<file path="src/rtl/mac_dot_ctrl.sv">
// mac_dot_ctrl: dot-product sequencer and accumulator closing the MAC feedback loop; MAC_DOT_SAT_EN selects saturating feedback
module mac_dot_ctrl #(
  parameter int VEC_LEN = 4,
  parameter int CNT_W = 8
) (
  input  logic        clk,
  input  logic        rst_n,
  input  logic        start,
  output logic        busy,
  input  logic        in_valid,
  output logic        in_ready,
  input  logic [15:0] in_a,
  input  logic [15:0] in_b,
  output logic [15:0] mac_a,
  output logic [15:0] mac_b,
  output logic [15:0] mac_acc_in,
  input  logic [31:0] mac_acc_out,
  output logic        out_valid,
  input  logic        out_ready,
  output logic [31:0] out_result,
  output logic        out_ovf
);
  localparam logic [1:0] IDLE = 2'd0, ACCUM = 2'd1, DONE = 2'd2;
  logic [1:0] state;
  logic [15:0] acc_reg, acc_nxt;
  logic [CNT_W-1:0] cnt;
  logic [31:0] res_nxt;
  logic accept, last, hi;
  assign busy = state != IDLE;
  assign in_ready = state == ACCUM;
  assign out_valid = state == DONE;
  assign mac_a = in_a;
  assign mac_b = in_b;
  assign mac_acc_in = acc_reg;
  assign accept = in_valid & in_ready;
  assign last = cnt == CNT_W'(VEC_LEN - 1);
  assign hi = |mac_acc_out[31:16];
`ifdef MAC_DOT_SAT_EN
  assign acc_nxt = hi ? 16'hFFFF : mac_acc_out[15:0];
  assign res_nxt = hi ? 32'h0000FFFF : mac_acc_out;
`else
  assign acc_nxt = mac_acc_out[15:0];
  assign res_nxt = mac_acc_out;
`endif
  always_ff @(posedge clk or negedge rst_n) begin
    if (!rst_n) begin
      state <= IDLE;
      acc_reg <= '0;
      cnt <= '0;
      out_result <= '0;
      out_ovf <= 1'b0;
    end else begin
      if (state == IDLE && start) begin
        state <= ACCUM;
        acc_reg <= '0;
        cnt <= '0;
        out_ovf <= 1'b0;
      end
      if (accept) begin
        acc_reg <= acc_nxt;
        out_ovf <= out_ovf | hi;
        cnt <= cnt + 1'b1;
        if (last) begin
          out_result <= res_nxt;
          state <= DONE;
        end
      end
      if (state == DONE && out_ready) state <= IDLE;
    end
  end
endmodule

</file>
<file path="config.mk">
export PLATFORM = sky130hd
export DESIGN_NAME = mac_dot_ctrl
export DESIGN_NICKNAME = d
export VERILOG_FILES = /design/src/rtl/mac_dot_ctrl.sv
export SDC_FILE = /design/constraint.sdc
export NUM_CORES = 1
export LEC_CHECK = 0
export CAP_MARGIN = 20
export CORE_ASPECT_RATIO = 1.1
export CORE_MARGIN = 2
export CORE_UTILIZATION = 35
export DETAILED_ROUTE_END_ITERATION = 12
export PLACE_DENSITY = 0.77
export SLEW_MARGIN = 10
export SYNTH_ARGS = -nofsm -noshare
export SYNTH_HDL_FRONTEND = slang
export SYNTH_SLANG_ARGS = --single-unit
</file>
<file path="constraint.sdc">
create_clock -name clk -period 1.54 [get_ports clk]
set_input_delay 0.154 -clock clk [delete_from_list [all_inputs] [get_ports clk]]
set_output_delay 0.154 -clock clk [all_outputs]
set_load 0.005 [all_outputs]
</file>
======== After elaboration in Yosys (flattened, before gate mapping) ========
Index checks and enable logic that the tools add are counted.
storage, ports and cells
  register bits after elaboration ......... 59
  input bits .............................. 69
  output and inout bits ................... 84
  word-level logic and storage cells ...... 28
cells by class
  add/subtract/negate cells ............... 1
  eq/ne operators ......................... 3
  multiplexer cells ....................... 10
  bitwise gates (word level) .............. 2
  reduce and logical (&&, ||, !) cells .... 7
operators by type and width
  kind                   number
  $mux W16               2
  $mux W8                2
  $reduce_or A16 Y1      1
  $add A8 B1 Y8 const B  1
  $eq A8 B2 Y1 const B   1
  $mux W2                4
  $reduce_bool A2 Y1     2
  $eq A2 B1 Y1 const B   1
  $eq A2 B2 Y1 const B   1
  $logic_and A1 B1 Y1    2
  $logic_not A2 Y1       1
  $mux W1                2
  $reduce_and A2 Y1      1
  $and A1 B1 Y1          1
  $or A1 B1 Y1           1

======== Longest topological paths before layout ========
  depth in word-level cells ............... 6
  depth in mapped cells ................... 5
  mapped depth without buffers ............ 4

======== Worst setup path after synthesis ========
Ideal clock, no wire load.
  kind .................................... register -> register
  start point ............................. register cnt[0]
  end point ............................... register out_result[10]
  library setup time ...................... 125 ps
  data arrival time ....................... 1469 ps
  data required time ...................... 1415 ps
  path slack .............................. -55 ps
  cell stages (with the launch flop) ...... 6
  buffers on the path ..................... 1
  clock period less this slack ............ 1595 ps
  cells stage by stage .................... dfrtp_1 ha_1 nor4b_4 nand3_4 buf_6 mux2_4
between the ends
  longest elaborated chain between the ends .. 2
ends and longest elaborated chain
  element                             RTL line  text
  start, declared                     26        logic [CNT_W-1:0] cnt;
  start signal, assigned              62        cnt <= cnt + 1'b1;
  $eq A8 B2 Y1                        36        assign last = cnt == CNT_W'(VEC_LEN - 1);
  $reduce_and A2 Y1 (no source line)  n/a
  end signal, assigned                64        out_result <= res_nxt;
  end, declared                       20        output logic [31:0] out_result,
Every way passes these cells.
A chain may end at the register's enable or synchronous reset.

======== Final worst setup path ========
  start point ............................. register cnt[0]
  end point ............................... register out_result[18]
Same word-level chain as after synthesis.

==> flow_metrics.py <==
metrics = {
    "synthesis": {
        "synth.area.top_cells": "dfrtp_1, mux2_4, buf_4, a22o_1, mux2i_1",
        "yosysWarnings": 0,
        "synth-compound-area-share_pct": 8.698,
        "synth-seq-cells": 59,
        "postSynthAreaPerCell_sq_um": 13.61,
        "netlist_area_sq_um": 2776,
        "yosysTopAreaCellShare_pct": 53.18,
        "yosys_most_used_dff": "dfrtp_1",
        "synth_xor_area_share_pct": 0,
        "yosys-mux-area-fraction_pct": 18.34,
        "syn_inst": 204,
        "synthSimpleGateAreaFrac_pct": 8.067,
        "synth_edf_count": 0,
        "async_flop_share_pct": 100.0,
        "syn_nets": 274,
        "synth_top_family_by_area": "multiplexers",
        "yosysSeqAreaShare_pct": 53.18,
        "yosysTopAreaCell": "dfrtp_1",
        "synth_cell_type_count": 38,
        "synthAdderAreaFrac_pct": 0.4507,
    },
    "place": {
        "hpwl_mm": 4.587,
        "portBuffers": 88,
        "globalplace.congestion": 0.7877,
        "dp_cells": 377,
    },
    "worst_setup_path": {
        "start_kind": "register",
        "rr_worst_depth": 5,
        "path_class": "reg -> reg",
        "reg2reg_slack_ns": -0.05,
        "worstPathArrival_ns": 1.81,
        "crit_path_max_fanout": 21,
        "r2r_start": "cnt[0]",
        "cp-end-kind": "register",
        "timing.rr.end": "out_result[18]",
        "critPathLaunch": "cnt[0]",
        "crit_end": "out_result[18]",
        "critPathRequiredTime_ns": 1.75,
    },
    "timing": {
        "fin_crit_sh_pct": 103.5,
        "rsz0062_at_grt": "yes",
        "whs_ns": 0.3080,
        "fin_worst_skew_ns": 0.009846,
        "timing.fmax_ghz": 0.6271,
        "tightest_slew_ns": 0.5349,
        "setup_slack_ns": -0.05457,
        "slew_violations": 0,
        "slew_headroom_pct": 64.34,
        "hold_viol": 0,
        "finalSetupTns_ns": -1.072,
        "period_minus_slack_ns": 1.595,
        "final-setup-viol-count": 29,
    },
    "routing": {
        "first_iter_violations": 47,
        "drc_errors": 0,
        "vias": 1894,
        "dr.pass1.iters": 4,
        "avgViaCountPerCell": 4.771,
        "avgRoutedWirePerCell_um": 16.12,
        "wirelength_mm": 6.401,
        "ant_nets": 0,
    },
    "finish": {
        "antenna_cells": 0,
        "syn2layout_area_growth_pct": 40.38,
        "nNetsFinal": 354,
        "drive_gt1_share_pct": 27.34,
        "final_cell_mix": "clkdlybuf4s50_1, dfrtp_1, mux2_4",
        "instances_no_fill": 397,
        "mostFrequentLayoutCell": "clkdlybuf4s50_1",
    },
    "die": {
        "die-area_sq_um": 8662,
        "std_cell_rows": 34,
        "io_pins": 153,
        "core_area_sq_um": 7785,
        "fp.dieH_um": 97.41,
        "chipWidth_um": 88.92,
        "initial_utilization_pct": 35.66,
    },
    "clocking": {
        "cts_tree": "done",
        "cts_made_buffers": 9,
        "clk_latency_ns": 0.33,
        "clock_sinks": 59,
        "h-tree-depth": 3,
        "cts_buffer_depth": 2,
        "ctsRootBufferMaster": "clkbuf_8",
        "clk_pin_slew_ns": 0.07,
    },
    "global_routing": {
        "antenna_found_initial": 0,
        "grt_pass1_vias": 2030,
        "grt_max_degree": 34,
        "grt_pass1_wl_mm": 10.14,
        "grt_overflow": 0,
        "grt_usage_pct": 15.33,
    },
    "power_and_ir_drop": {
        "leakagePower_nw": 1.808,
        "irDropWorstVdd_uv": 815.3,
        "p_per_area_nw_per_um2": 1826,
    },
    "run": {
        "maxCapViolations": 0,
    },
    "status": {
        "violations": "setup timing",
        "status": "finished with violations",
    },
    "worst_hold_path": {
        "hold_path.class": "in -> out",
    },
}
[synth_stat cells, types with 3 or more instances]
| library cell | number |
|---|---|
| nor4_1 | 4 |
| nor2b_1 | 3 |
| mux2i_1 | 4 |
| a22o_1 | 18 |
| buf_6 | 3 |
| o21ai_0 | 4 |
| buf_2 | 4 |
| inv_1 | 4 |
| mux2_4 | 29 |
| buf_4 | 32 |
| mux2_2 | 3 |
| nand2_1 | 7 |
| dfrtp_1 | 59 |
| nand4_1 | 4 |
[registers in the layout (all words and copies together) (netlist names)]
name	count
state	2
cnt	8
out_result	32
out_ovf	1
mac_acc_in	16
[area by class of cell]
class | count | area [sq um]
timing repair buffer | 109 | 1066
clock buffer | 9 | 123.9
multi-input combinational | 101 | 1005
tap | 108 | 135.1
sequential | 59 | 1476
clock inverter | 7 | 76.32
fill | 695 | 3887
inverter | 4 | 15.01
[cell families (layout without fill, tap and decap cells)]
family / count (synthesis) / in the layout
AOI/OAI and AO/OA: 30 / 30
muxes: 36 / 36
buffers and inverters: 44 / 129
adders and majority gates: 1 / 1
DFF: 59 / 59
and+or+nand+nor: 34 / 34
[per-layer routing]
| layer | vias up | part of all wire (%) | global-route usage, % |
|---|---|---|---|
| met5 | - | 0 | 0 |
| met4 | 0 | 2.6 | 8.042 |
| met3 | 21 | 5.1 | 3.823 |
| met2 | 65 | 51 | 23.71 |
| met1 | 947 | 42 | 19.49 |
| li1 | 861 | - | - |
[worst min path at each step]
stage,start,cells past startpoint,end
floorplan,rst_n,0,cnt[0]
global placement,rst_n,1,mac_acc_in[0]
detailed placement,rst_n,1,mac_acc_in[0]
CTS,in_a[11],0,mac_a[11]
global route,in_b[4],0,mac_b[4]
finish,in_a[0],0,mac_a[0]
[through the flow]
stage	power [W]	setup slack (ns)	utilization (%)	area, sq um
6_report	0.007116	-0.05457	50.06	3897
3_5_place_dp	0.005660	-0.2920	46.98	3657
3_3_place_gp	0.005586	-0.2904	46.98	3657
2_1_floorplan	0.003914	-0.04062	-	2779
5_1_grt	0.007548	-0.1197	50.06	3897
4_1_cts	0.007204	-0.06169	50.03	3895
[what timing repair did]
item | 4_1_cts | 5_1_grt
hold buffers | 1 | 0
resized for setup | 12 | 2
pin swaps | 0 | 1
setup buffers | 2 | 1
endpoints found under the setup margin | 52 | 34
endpoints found under the hold margin | 21 | 0
[report_power, final]
group	total (W)	switching, W	internal (W)
clock	0.00140	0.000649	0.000754
sequential	0.00271	0.000451	0.00226
combinational	0.00301	0.000926	0.00208
total	0.00712	0.00203	0.00509
[critical path: stages, from the launching register on]
cell and delay [ns]:
dfrtp_1 0.36, ha_2 0.19, nor4b_4 0.28, nand3_4 0.14, buf_12 0.20, mux2_4 0.31
Note: power is estimated with default switching activity, not from simulation.
